[config.mk]
export PLATFORM = sky130hd
export DESIGN_NAME = btn_debounce_scheduler_flat
export DESIGN_NICKNAME = d
export VERILOG_FILES = /design/src/rtl/btn_debounce_scheduler_if.sv /design/src/rtl/btn_debounce_scheduler.sv /design/src/flat_wrapper.sv
export SDC_FILE = /design/constraint.sdc
export NUM_CORES = 1
export LEC_CHECK = 0
export BUFFER_PORTS_ARGS = -buffer_cell sky130_fd_sc_hd__buf_2
export CAP_MARGIN = 15
export CELL_PAD_IN_SITES_DETAIL_PLACEMENT = 1
export CELL_PAD_IN_SITES_GLOBAL_PLACEMENT = 1
export CORE_MARGIN = 3
export CORE_UTILIZATION = 50
export CTS_CLUSTER_SIZE = 28
export DETAILED_ROUTE_END_ITERATION = 10
export GPL_TIMING_DRIVEN = 0
export PLACE_DENSITY_LB_ADDON = 0.1
export SETUP_SLACK_MARGIN = 0.3
export SKIP_LAST_GASP = 1
export SLEW_MARGIN = 15
export SYNTH_ARGS = -nofsm -noshare
export SYNTH_HDL_FRONTEND = slang
export SYNTH_SLANG_ARGS = --single-unit
[constraint.sdc]
create_clock -name clk_i -period 4.5 [get_ports clk_i]
set_input_delay 0.225 -clock clk_i [delete_from_list [all_inputs] [get_ports clk_i]]
set_output_delay 0.225 -clock clk_i [all_outputs]
set_load 0.01 [all_outputs]
[src/rtl/btn_debounce_scheduler_if.sv]
// Button-side bundle for btn_debounce_scheduler: raw/mask inputs and the debounced outputs.
// The master modport drives the buttons; the slave modport is the scheduler.
interface btn_debounce_scheduler_if #(
    parameter int unsigned NUM_BTN = 4,
    parameter int unsigned SEL_W   = 2
);
    logic [NUM_BTN-1:0] btn_raw;
    logic [NUM_BTN-1:0] btn_mask;
    logic [NUM_BTN-1:0] btn_level;
    logic [NUM_BTN-1:0] btn_pulse;
    logic               busy;
    logic [SEL_W-1:0]   cur_sel;

    modport master (
        output btn_raw,
        output btn_mask,
        input  btn_level,
        input  btn_pulse,
        input  busy,
        input  cur_sel
    );

    modport slave (
        input  btn_raw,
        input  btn_mask,
        output btn_level,
        output btn_pulse,
        output busy,
        output cur_sel
    );
endinterface

[src/rtl/btn_debounce_scheduler.sv]
// Debounces NUM_BTN buttons with one shared stability counter, granted round-robin to
// whichever enabled button currently disagrees with its debounced level.
module btn_debounce_scheduler #(
    parameter int unsigned NUM_BTN    = 4,
    parameter int unsigned MIN_CYCLES = 250000,
    parameter int unsigned CNT_W      = 20,
    parameter int unsigned SEL_W      = 2
) (
    input  logic                          clk_i,
    input  logic                          rst_ni,
    btn_debounce_scheduler_if.slave       bus_io
);
    localparam int unsigned IdxW = (NUM_BTN > 1) ? $clog2(NUM_BTN) : 1;
    localparam logic [CNT_W-1:0] CntMax = CNT_W'(MIN_CYCLES - 1);

    typedef enum logic [1:0] {StIdle, StCount, StCommit} state_e;

    state_e             state_q;
    logic [NUM_BTN-1:0] sync1_q, sync2_q;
    logic [NUM_BTN-1:0] level_q, pulse_q;
    logic [CNT_W-1:0]   cnt_q;
    logic [SEL_W-1:0]   sel_q, ptr_q;
    logic               busy_q;

    logic [NUM_BTN-1:0] pending;
    logic               hit_found;
    logic [SEL_W-1:0]   hit_idx;
    logic [SEL_W-1:0]   ptr_inc;
    logic [IdxW-1:0]    sel_idx;

    assign pending = bus_io.btn_mask & (sync2_q ^ level_q);
    assign sel_idx = sel_q[IdxW-1:0];
    assign ptr_inc = (sel_q == SEL_W'(NUM_BTN - 1)) ? '0 : sel_q + SEL_W'(1);

    // First pending button at or after ptr, wrapping around.
    always_comb begin
        logic [IdxW-1:0] idx;
        idx       = '0;
        hit_found = 1'b0;
        hit_idx   = '0;
        for (int unsigned k = 0; k < NUM_BTN; k++) begin
            idx = IdxW'((32'(ptr_q) + k) % NUM_BTN);
            if (!hit_found && pending[idx]) begin
                hit_found = 1'b1;
                hit_idx   = SEL_W'(idx);
            end
        end
    end

    always_ff @(posedge clk_i or negedge rst_ni) begin
        if (!rst_ni) begin
            state_q <= StIdle;
            sync1_q <= '0;
            sync2_q <= '0;
            level_q <= '0;
            pulse_q <= '0;
            cnt_q   <= '0;
            sel_q   <= '0;
            ptr_q   <= '0;
            busy_q  <= 1'b0;
        end else begin
            sync1_q <= bus_io.btn_raw;
            sync2_q <= sync1_q;
            pulse_q <= '0;
            unique case (state_q)
                StIdle: begin
                    if (hit_found) begin
                        sel_q   <= hit_idx;
                        cnt_q   <= '0;
                        busy_q  <= 1'b1;
                        state_q <= StCount;
                    end
                end
                StCount: begin
                    // Losing the pending condition (bounce or mask) forfeits the grant.
                    if (!pending[sel_idx]) begin
                        ptr_q   <= ptr_inc;
                        busy_q  <= 1'b0;
                        state_q <= StIdle;
                    end else if (cnt_q == CntMax) begin
                        state_q <= StCommit;
                    end else begin
                        cnt_q <= cnt_q + CNT_W'(1);
                    end
                end
                StCommit: begin
                    level_q[sel_idx] <= ~level_q[sel_idx];
                    pulse_q[sel_idx] <= ~level_q[sel_idx];
                    ptr_q            <= ptr_inc;
                    busy_q           <= 1'b0;
                    state_q          <= StIdle;
                end
                default: state_q <= StIdle;
            endcase
        end
    end

    assign bus_io.btn_level = level_q;
    assign bus_io.btn_pulse = pulse_q;
    assign bus_io.busy      = busy_q;
    assign bus_io.cur_sel   = sel_q;
endmodule

[src/flat_wrapper.sv]
// flat-port wrapper written by rule: the top's interface ports become plain ports
module btn_debounce_scheduler_flat 
#(
    parameter int unsigned NUM_BTN    = 4,
    parameter int unsigned MIN_CYCLES = 250000,
    parameter int unsigned CNT_W      = 20,
    parameter int unsigned SEL_W      = 2
)
  (clk_i, rst_ni, bus_io_btn_raw, bus_io_btn_mask, bus_io_btn_level, bus_io_btn_pulse, bus_io_busy, bus_io_cur_sel);
  btn_debounce_scheduler_if #(.NUM_BTN(NUM_BTN), .SEL_W(SEL_W)) bus_io_i ();
  input  logic clk_i;
  input  logic rst_ni;
  input wire logic [$bits(bus_io_i.btn_raw)-1:0] bus_io_btn_raw;
  input wire logic [$bits(bus_io_i.btn_mask)-1:0] bus_io_btn_mask;
  output wire logic [$bits(bus_io_i.btn_level)-1:0] bus_io_btn_level;
  output wire logic [$bits(bus_io_i.btn_pulse)-1:0] bus_io_btn_pulse;
  output wire logic [$bits(bus_io_i.busy)-1:0] bus_io_busy;
  output wire logic [$bits(bus_io_i.cur_sel)-1:0] bus_io_cur_sel;
  assign bus_io_i.btn_raw = bus_io_btn_raw;
  assign bus_io_i.btn_mask = bus_io_btn_mask;
  assign bus_io_btn_level = bus_io_i.btn_level;
  assign bus_io_btn_pulse = bus_io_i.btn_pulse;
  assign bus_io_busy = bus_io_i.busy;
  assign bus_io_cur_sel = bus_io_i.cur_sel;
  btn_debounce_scheduler #(.NUM_BTN(NUM_BTN), .MIN_CYCLES(MIN_CYCLES), .CNT_W(CNT_W), .SEL_W(SEL_W)) u_core (.clk_i(clk_i), .rst_ni(rst_ni), .bus_io(bus_io_i));
endmodule
==> qor.yml, run 1 <==
p_leak_uw: 0.00131
hold-path-endpoint: "u_core.sync1_q[1]"
grt_pass1_wl_um: 10900
min_period_ns: 2.46
syn_nets: 261
critPathArrivalTime_ns: 2.68
syn_to_final_growth_pct: 12.0
synth_top_area_cell: "dfrtp_1"
timing.final.crit_share_pct: 54.7
max-vdd-ir-drop_v: 0.000240
path_clk_slew_ns: 0.09
ff2ff_setup_slack_ns: 2.04
cts_max_path_buffers: 2
rsz0062_at_grt: "false"
hold_viol_final: 0
syn-cell-area_um2: 2480
fmax_ghz: 0.406
synth_seq_area_share_pct: 43.5
worst_r2r_path_depth: 7
slew_viol_final: 0
ios: 21
first_iter_violations: 166
cts_tree: "yes"
synth_seq_cells: 43
fp.coreArea_um2: 4560
synth_ff_type: "dfrtp_1"
min_path_type: "input port to register"
io_buffers: 20
post_cts_buffers: 0
multiInputGateArea_um2: 1320
synthCells: 242
grt_usage_pct: 23.6
tns_ns: 0
die_w_um: 76.4
nFillCells: 530
status: "complete, no violations"
insertion_delay_ns: 0.30
finalSetupViolations: 0
cts_resized: 0
required_ns: 4.72
die_area_um2: 5830
first_pass_iters: 4
grt_pass1_vias: 2101
synth_edf_count: 0
die_y_um: 76.4
total_power_uw: 1340
grt_antenna_before_repair: 0
num_vias: 2041
grt_overflow: 0
end_kind: "register"
dp_worst_setup_slack_ns: 2.14
worstHoldStart: "bus_io_btn_raw[1]"
tightest_slew_ns: 0.983
cts-hold-fix-buffers: 0
r2r_start: "u_core.state_q[1]"
r2r-end: "u_core.cnt_q[16]"
ys_top_cells_by_area: "dfrtp_1 (43%), ha_1 (4.5%), mux2_2 (3.6%)"
clock_sinks: 43
finish.utilization_pct: 60.8
dp.final_hpwl_um: 4640
p_per_area_nw_per_um2: 483
synth_top_area_share_pct: 43.5
relSlewSlack_pct: 34.5
place_congestion: 0.866
wl_per_cell_um: 19.3
num_antenna_cells: 0
crit_type: "register to register"
drc: 0
yosysUniqueCellTypes: 54
synthArstFlopShare_pct: 100
root_buffer: "clkbuf_8"
min_path_cells: 1
cp-start-kind: "register"
nets: 288
htreeDepth: 2
seq_area_um2: 1080
start_util_pct: 54.2
syn_area_per_cell_um2: 10.2
ant_nets: 0
skew_ns: 0.0111
vias_per_cell: 6.09
grt_max_degree: 44
critPathMaxFanout: 10
drive_gt1_share_pct: 19.3
fin_ws_ns: 2.04
routed_wl_um: 6460
rows: 24
yosysWarningCount: 0
maxCapViolations: 0
numCtsBuffers: 5
## power breakdown
part           switching (uW)  internal, uW
sequential               59.5           430
clock                     145           168
combinational             343           196
## routing by layer
layer / up-vias / track usage (%) / wire length, um
met5: - / 0 / 0
met1: 1020 / 33.1 / 2920
li1: 946 / - / -
met2: 62 / 37.7 / 3070
met4: 0 / 5.07 / 100
met3: 13 / 5.08 / 370
## synthesized netlist by cell type (all sizes together) (5+ instances only)
master / n
nand3: 11
clkbuf: 5
inv: 8
ha: 9
mux2: 8
o211ai: 6
a221o: 6
nor2b: 8
nand2: 24
nor2: 18
a211oi: 7
dfrtp: 43
nor3: 5
o21ai: 6
nand2b: 7
a21o: 6
## per-stage QoR
| step | hold slack [ns] | instance area, um2 | cells |
|---|---|---|---|
| 5_1_grt | 0.0101 | 2770 | 335 |
| 3_3_place_gp | 0.333 | 2660 | 327 |
| 4_1_cts | 0.0157 | 2770 | 335 |
| 2_1_floorplan | -0.0706 | 2480 | 242 |
| 6_report | 0.0259 | 2770 | 335 |
| 3_5_place_dp | 0.335 | 2660 | 327 |
## critical path, stage by stage, from the launching register on
cell and delay, ns:
dfrtp_1 0.41, inv_1 0.11, ha_1 0.16, clkbuf_1 0.41, clkbuf_1 0.44, clkbuf_1 0.48
o311ai_0 0.23, o211ai_1 0.13
## cells in the final DEF (no fill, tap or decap), types with 6 or more instances in the layout
cell type | synthesis | final
ha_1 | 9 | 9
buf_2 | 1 | 21
a221o_1 | 6 | 6
a211oi_1 | 7 | 7
dfrtp_1 | 43 | 43
nor2_1 | 18 | 18
nand2_1 | 24 | 24
o21ai_0 | 6 | 6
mux2_2 | 8 | 8
nand2b_1 | 7 | 7
inv_1 | 8 | 8
nor2b_1 | 8 | 8
a21o_1 | 6 | 6
nand3_1 | 11 | 11
## kinds of logic (layout without fill, tap and decap cells)
logic type | Yosys count | in the layout | synth area share [%]
AO/OA/AOI/OAI | 55 | 55 | 18.7
XOR/XNOR | 4 | 4 | 2.32
adder cells (fa/ha/maj) | 9 | 9 | 4.55
buffers and inverters | 18 | 46 | 3.44
flip-flops | 43 | 43 | 43.5
multiplexers | 12 | 12 | 5.91
AND/OR/NAND/NOR | 101 | 101 | 21.6
## area by class of cell
class	instances	area share (%)
Buffer	9	1.85
Sequential cell	43	38.8
Clock inverter	3	1.71
Inverter	9	1.22
Multi-Input combinational cell	181	47.4
Clock buffer	5	2.48
Timing Repair Buffer	20	3.61
Tap cell	65	2.93
## how the worst max path moves through the flow
stage	endpoint	cells past startpoint	startpoint	slack, ns
after floorplan	u_core.cnt_q[8]	7	u_core.state_q[1]	2.51
after global placement	u_core.cnt_q[16]	7	u_core.state_q[1]	2.16
after detailed placement	u_core.cnt_q[16]	7	u_core.state_q[1]	2.14
after CTS	u_core.cnt_q[16]	7	u_core.state_q[1]	2.07
after global routing	u_core.cnt_q[16]	7	u_core.state_q[1]	1.85
final	u_core.cnt_q[16]	7	u_core.state_q[1]	2.04
## state kept, by name (all words and copies together), names as in the netlist
name                     count
u_core.sync1_q               4
u_core.bus_io.btn_level      4
u_core.state_q               2
u_core.bus_io.btn_pulse      4
u_core.bus_io.cur_sel        2
u_core.bus_io.busy           1
u_core.cnt_q                20
u_core.ptr_q                 2
u_core.sync2_q               4
No activity file was read; power rests on OpenSTA's default activity.
==> run 2: changes to the inputs <==
--- a/config.mk
+++ b/config.mk
@@ -10,7 +10,7 @@
 export CELL_PAD_IN_SITES_DETAIL_PLACEMENT = 1
 export CELL_PAD_IN_SITES_GLOBAL_PLACEMENT = 1
 export CORE_MARGIN = 3
-export CORE_UTILIZATION = 50
+export CORE_UTILIZATION = 42
 export CTS_CLUSTER_SIZE = 28
 export DETAILED_ROUTE_END_ITERATION = 10
 export GPL_TIMING_DRIVEN = 0
==> constraint.sdc (replaced) <==
create_clock -name clk_i -period 2.15 [get_ports clk_i]
set_input_delay 0.1075 -clock clk_i [delete_from_list [all_inputs] [get_ports clk_i]]
set_output_delay 0.1075 -clock clk_i [all_outputs]
set_load 0.01 [all_outputs]
==> run 2 against run 1 <==
Routed wire length up 28%. Clock power increased by 120%. First-iteration DRC count is 1.8% higher. Cell count increased by 15%. Clock-buffer cell count did not move. Sequential share of layout area fell by 7.7 points. Register-to-register slack worse by 2.0 ns. Die area rose by 17%.
==> qor.yml, run 2 (synthesized netlist as in run 1, its figures left out) <==
end_kind: "register"
cp-start-kind: "register"
drive_gt1_share_pct: 44.3
fp.coreArea_um2: 5610
grt_max_degree: 44
largest_register: "u_core.cnt_q"
skew_ns: 0.00599
finish.utilization_pct: 62.8
max-vdd-ir-drop_v: 0.000628
dp.final_hpwl_um: 4570
numCtsBuffers: 5
grt_pass1_vias: 2269
final_cell_mix: "buf_4 (32), dfrtp_1 (28), nand2_1 (21)"
total_power_uw: 3700
grt_overflow: 0
clock_sinks: 43
drc: 0
path_clk_slew_ns: 0.09
intPower_uw: 2210
cts_tree: "yes"
final_common_cell: "buf_4"
vias_per_cell: 6.00
start_util_pct: 44.2
die_y_um: 82.8
p_comb_share_pct: 53.5
nets: 332
required_ns: 2.35
ios: 21
critPathMaxFanout: 7
min_period_ns: 2.11
p_sw_uw: 1490
fmax_ghz: 0.475
maxCapViolations: 0
wl_per_cell_um: 21.4
largest_reg_flops: 20
io_buffers: 20
num_antenna_cells: 0
insertion_delay_ns: 0.31
cts_max_path_buffers: 2
syn_to_final_growth_pct: 42.2
slew_viol_final: 0
relSlewSlack_pct: 33.2
place_congestion: 0.851
finalSetupViolations: 0
worst_r2r_path_depth: 8
rsz0062_at_grt: "true"
p_leak_uw: 0.00161
p_per_area_nw_per_um2: 1050
tns_ns: 0
critPathArrivalTime_ns: 2.31
grt_antenna_before_repair: 0
grt_usage_pct: 23.9
rows: 27
min_path_type: "input port to register"
routed_wl_um: 8270
num_vias: 2317
first_pass_iters: 4
root_buffer: "clkbuf_8"
min_path_cells: 4
die_area_um2: 6850
p_clk_share_pct: 18.3
swShare_pct: 40.3
grt_pass1_wl_um: 12000
hold_viol_final: 0
nFillCells: 607
fin_hold_ws_ns: 0.219
status: "complete, no violations"
crit_type: "register to register"
dp_worst_setup_slack_ns: -0.131
htreeDepth: 2
timing.final.crit_share_pct: 98.0
seqPwrFrac_pct: 28.2
die_w_um: 82.8
tightest_slew_ns: 1.00
fin_ws_ns: 0.0437
first_iter_violations: 169
ant_nets: 0
## run 2: changes by cell type in the layout (fill, tap and decap cells not counted), moves of 4 or more
cell / previous run / this run
a211oi_4: 0 / 5
buf_4: 2 / 32
dfrtp_2: 0 / 15
dlygate4sd3_1: 0 / 5
clkbuf_1: 4 / 0
mux2_4: 0 / 7
a211oi_1: 7 / 1
dfrtp_1: 43 / 28
mux2_2: 8 / 1
buf_6: 1 / 6
## run 2: per-layer routing
layer	up-vias	global-route usage, %	part of all wire [%]	wire length, um
met3	18	3.67	5.0	414
met2	81	39.3	50	4140
li1	1034	-	-	-
met5	-	0	0	0
met4	0	6.86	1.9	160
met1	1184	32.8	43	3560
## run 2: area by class of cell
class	instances	area [um2]	share of cell area [%]
buffer	9	105	2.99
clock buffer	5	68.8	1.95
clock inverter	3	47.5	1.35
inverter	9	35.0	0.995
multi-input combinational	181	1580	44.8
sequential	43	1090	31.1
tap	72	90.1	2.56
timing repair buffer	64	500	14.2
## run 2: path summary, 6_finish.rpt
path                                    startpoint                          to  slack, ns
worst max-delay path               u_core.cnt_q[7]           u_core.state_q[0]       0.04
worst min-delay path            bus_io_btn_mask[1]    u_core.bus_io.cur_sel[0]       0.22
worst max register to register     u_core.cnt_q[7]           u_core.state_q[0]       0.04
worst min register to register   u_core.sync1_q[3]           u_core.sync2_q[3]       0.36
max in group asynchronous                   rst_ni            u_core.cnt_q[13]       0.96
min in group asynchronous                   rst_ni  u_core.bus_io.btn_level[2]       0.50
## run 2: stage by stage
| stage | cell area, um2 | instances |
|---|---|---|
| CTS | 3280 | 368 |
| global placement | 2710 | 334 |
| floorplan | 2520 | 242 |
| detailed placement | 2710 | 334 |
| global route | 3520 | 386 |
| finish | 3520 | 386 |
## run 2: critical path, cell delays in order, from the launching register on
cell and delay [ns]:
dfrtp_1 0.50, nor4b_2 0.31, nand4_1 0.25, o211ai_4 0.34, buf_6 0.18, buf_8 0.13, buf_6 0.12, nor2_2 0.04
a2bb2oi_2 0.13
## run 2: power by group through the flow
stage | Combinational [uW] | Clock [uW] | Sequential (uW)
2_1_floorplan | 812 | 0 | 1020
3_3_place_gp | 1130 | 0 | 1040
3_5_place_dp | 1150 | 0 | 1040
4_1_cts | 1640 | 686 | 1030
5_1_grt | 2110 | 721 | 1060
6_report | 1980 | 677 | 1040
## run 2: repair_timing
| item | in CTS | in global routing |
|---|---|---|
| endpoints found under the hold margin | 47 | 0 |
| gates resized for setup | 55 | 27 |
| endpoints found under the setup margin | 25 | 25 |
| hold buffers | 5 | 0 |
| pin swaps | 29 | 19 |
| cloned | 0 | 1 |
| buffers inserted | 21 | 17 |
==> run 3: changes to the inputs <==
==> constraint.sdc (replaced) <==
create_clock -name clk_i -period 2.15 [get_ports clk_i]
set_input_delay 0.1075 -clock clk_i [delete_from_list [all_inputs] [get_ports clk_i]]
set_output_delay 0.1075 -clock clk_i [all_outputs]
set_load 0.02 [all_outputs]
==> run 3 against run 2 <==
The flow now finishes with violations (hold timing). First-iteration DRC count rose by 12%. Non-clock buffer count fell by 8. Via count fell by 1.7%. Fmax rose by 3.4%. Sequential share of layout area rose by 0.16 points. Clock-buffer cell count did not move. Highest routed layer unchanged.
==> qor.yml, run 3 (synthesized netlist as in run 1, its figures left out) <==
root_buffer: "clkbuf_8"
vias_per_cell: 6.03
wl_per_cell_um: 22.8
final_cell_mix: "buf_4 (28), dfrtp_1 (28), nand2_1 (22), buf_2 (22), nor2_1 (17)"
grt_overflow: 0
ios: 21
cts_max_path_buffers: 2
grt_max_degree: 44
p_leak_uw: 0.00158
nets: 324
ant_nets: 0
tns_ns: 0
insertion_delay_ns: 0.31
htreeDepth: 2
fmax_ghz: 0.491
finish.utilization_pct: 62.5
syn_to_final_growth_pct: 41.5
finalSetupViolations: 0
crit_type: "register to register"
io_buffers: 20
grt_antenna_before_repair: 0
violations: "hold timing"
r2r_start: "u_core.cnt_q[0]"
required_ns: 2.37
grt_usage_pct: 23.8
hold_viol_final: 43
skew_ns: 0.0137
status: "complete, but fails checks"
first_pass_iters: 4
p_per_area_nw_per_um2: 1080
critPathMaxFanout: 7
maxCapViolations: 0
drc: 0
die_y_um: 82.8
num_antenna_cells: 0
grt_pass1_vias: 2286
placed_cell_area_um2: 2730
die_w_um: 82.8
slew_viol_final: 0
rows: 27
cp-start-kind: "register"
tightest_slew_ns: 0.999
fin_hold_ws_ns: -0.0350
cts_tree: "yes"
die_area_um2: 6850
dp.final_hpwl_um: 4530
r2r-end: "u_core.cnt_q[16]"
end_kind: "register"
ff2ff_setup_slack_ns: 0.11
relSlewSlack_pct: 33.4
rsz0062_at_grt: "true"
fp.coreArea_um2: 5610
drive_gt1_share_pct: 43.1
start_util_pct: 44.2
grt_pass1_wl_um: 12200
numCtsBuffers: 5
place_congestion: 0.794
clock_sinks: 43
largest_reg_flops: 20
max-vdd-ir-drop_v: 0.000785
largest_register: "u_core.cnt_q"
path_clk_slew_ns: 0.10
num_vias: 2278
routed_wl_um: 8630
fin_area_um2: 3500
first_iter_violations: 190
critPathArrivalTime_ns: 2.26
worst_r2r_path_depth: 8
min_period_ns: 2.04
timing.final.crit_share_pct: 94.8
min_path_type: "input port to asynchronous set/reset pin"
[run 3: changes by cell type in the layout (fill, tap and decap cells not counted), sizes merged]
| cell | previous run | this run |
|---|---|---|
| clkinvlp | 0 | 1 |
| bufinv | 1 | 2 |
| clkinv | 2 | 0 |
| buf | 62 | 58 |
| clkbuf | 11 | 8 |
| dlygate4sd3 | 5 | 4 |
[run 3: worst max path at each step]
stage                                from                to  slack [ns]  depth (start not counted)
4_1_cts        u_core.bus_io.btn_level[1]  u_core.cnt_q[16]        0.18                          7
6_report                  u_core.cnt_q[0]  u_core.cnt_q[16]        0.11                          8
3_3_place_gp            u_core.state_q[1]  u_core.cnt_q[16]       -0.06                          7
5_1_grt                 u_core.sync2_q[0]  u_core.cnt_q[16]        0.02                          7
3_5_place_dp            u_core.state_q[1]  u_core.cnt_q[16]       -0.12                          7
2_1_floorplan             u_core.cnt_q[0]   u_core.cnt_q[8]        0.28                          6
[run 3: final cells by class]
| cell class | instances | area [um2] |
|---|---|---|
| plain buffers | 9 | 101 |
| flip-flops and latches | 43 | 1090 |
| repair buffers | 56 | 435 |
| inverters | 9 | 36.3 |
| clock buffers | 5 | 68.8 |
| fillers | 591 | 2100 |
| well taps | 72 | 90.1 |
| multi-input cells | 181 | 1610 |
| clock inverters | 3 | 67.6 |
[run 3: power breakdown]
part	switching [uW]	total (uW)	internal, uW
logic	1090	1980	891
clock network	306	769	464
registers	141	1050	904
[run 3: through the flow]
| step | power, uW | setup slack (ns) | instances |
|---|---|---|---|
| 6_report | 3790 | 0.113 | 378 |
| 5_1_grt | 3980 | 0.0193 | 378 |
| 4_1_cts | 3430 | 0.177 | 367 |
| 3_5_place_dp | 2240 | -0.123 | 334 |
| 3_3_place_gp | 2210 | -0.0648 | 334 |
| 2_1_floorplan | 1880 | 0.282 | 242 |
[run 3: per-layer routing]
metal,vias to the layer above,share of wire [%],GRT usage [%]
met3,24,5.9,4.43
met5,-,0,0
met2,83,49,38.1
li1,1011,-,-
met4,0,3.3,5.23
met1,1160,42,33.7
[run 3: repair_timing]
item	CTS	global route
hold endpoints to repair	4	0
hold buffers	4	0
setup buffers	21	9
resized for setup	48	30
cloned	0	2
setup endpoints to repair	25	25
pin swaps	23	20
[run 3: critical path, cell delays in order, from the launching register on]
cell	delay [ns]
dfrtp_1	0.43
ha_4	0.18
and3_4	0.14
nand4_1	0.19
o211ai_4	0.14
buf_6	0.17
buf_6	0.12
or3_4	0.36
o211ai_1	0.21
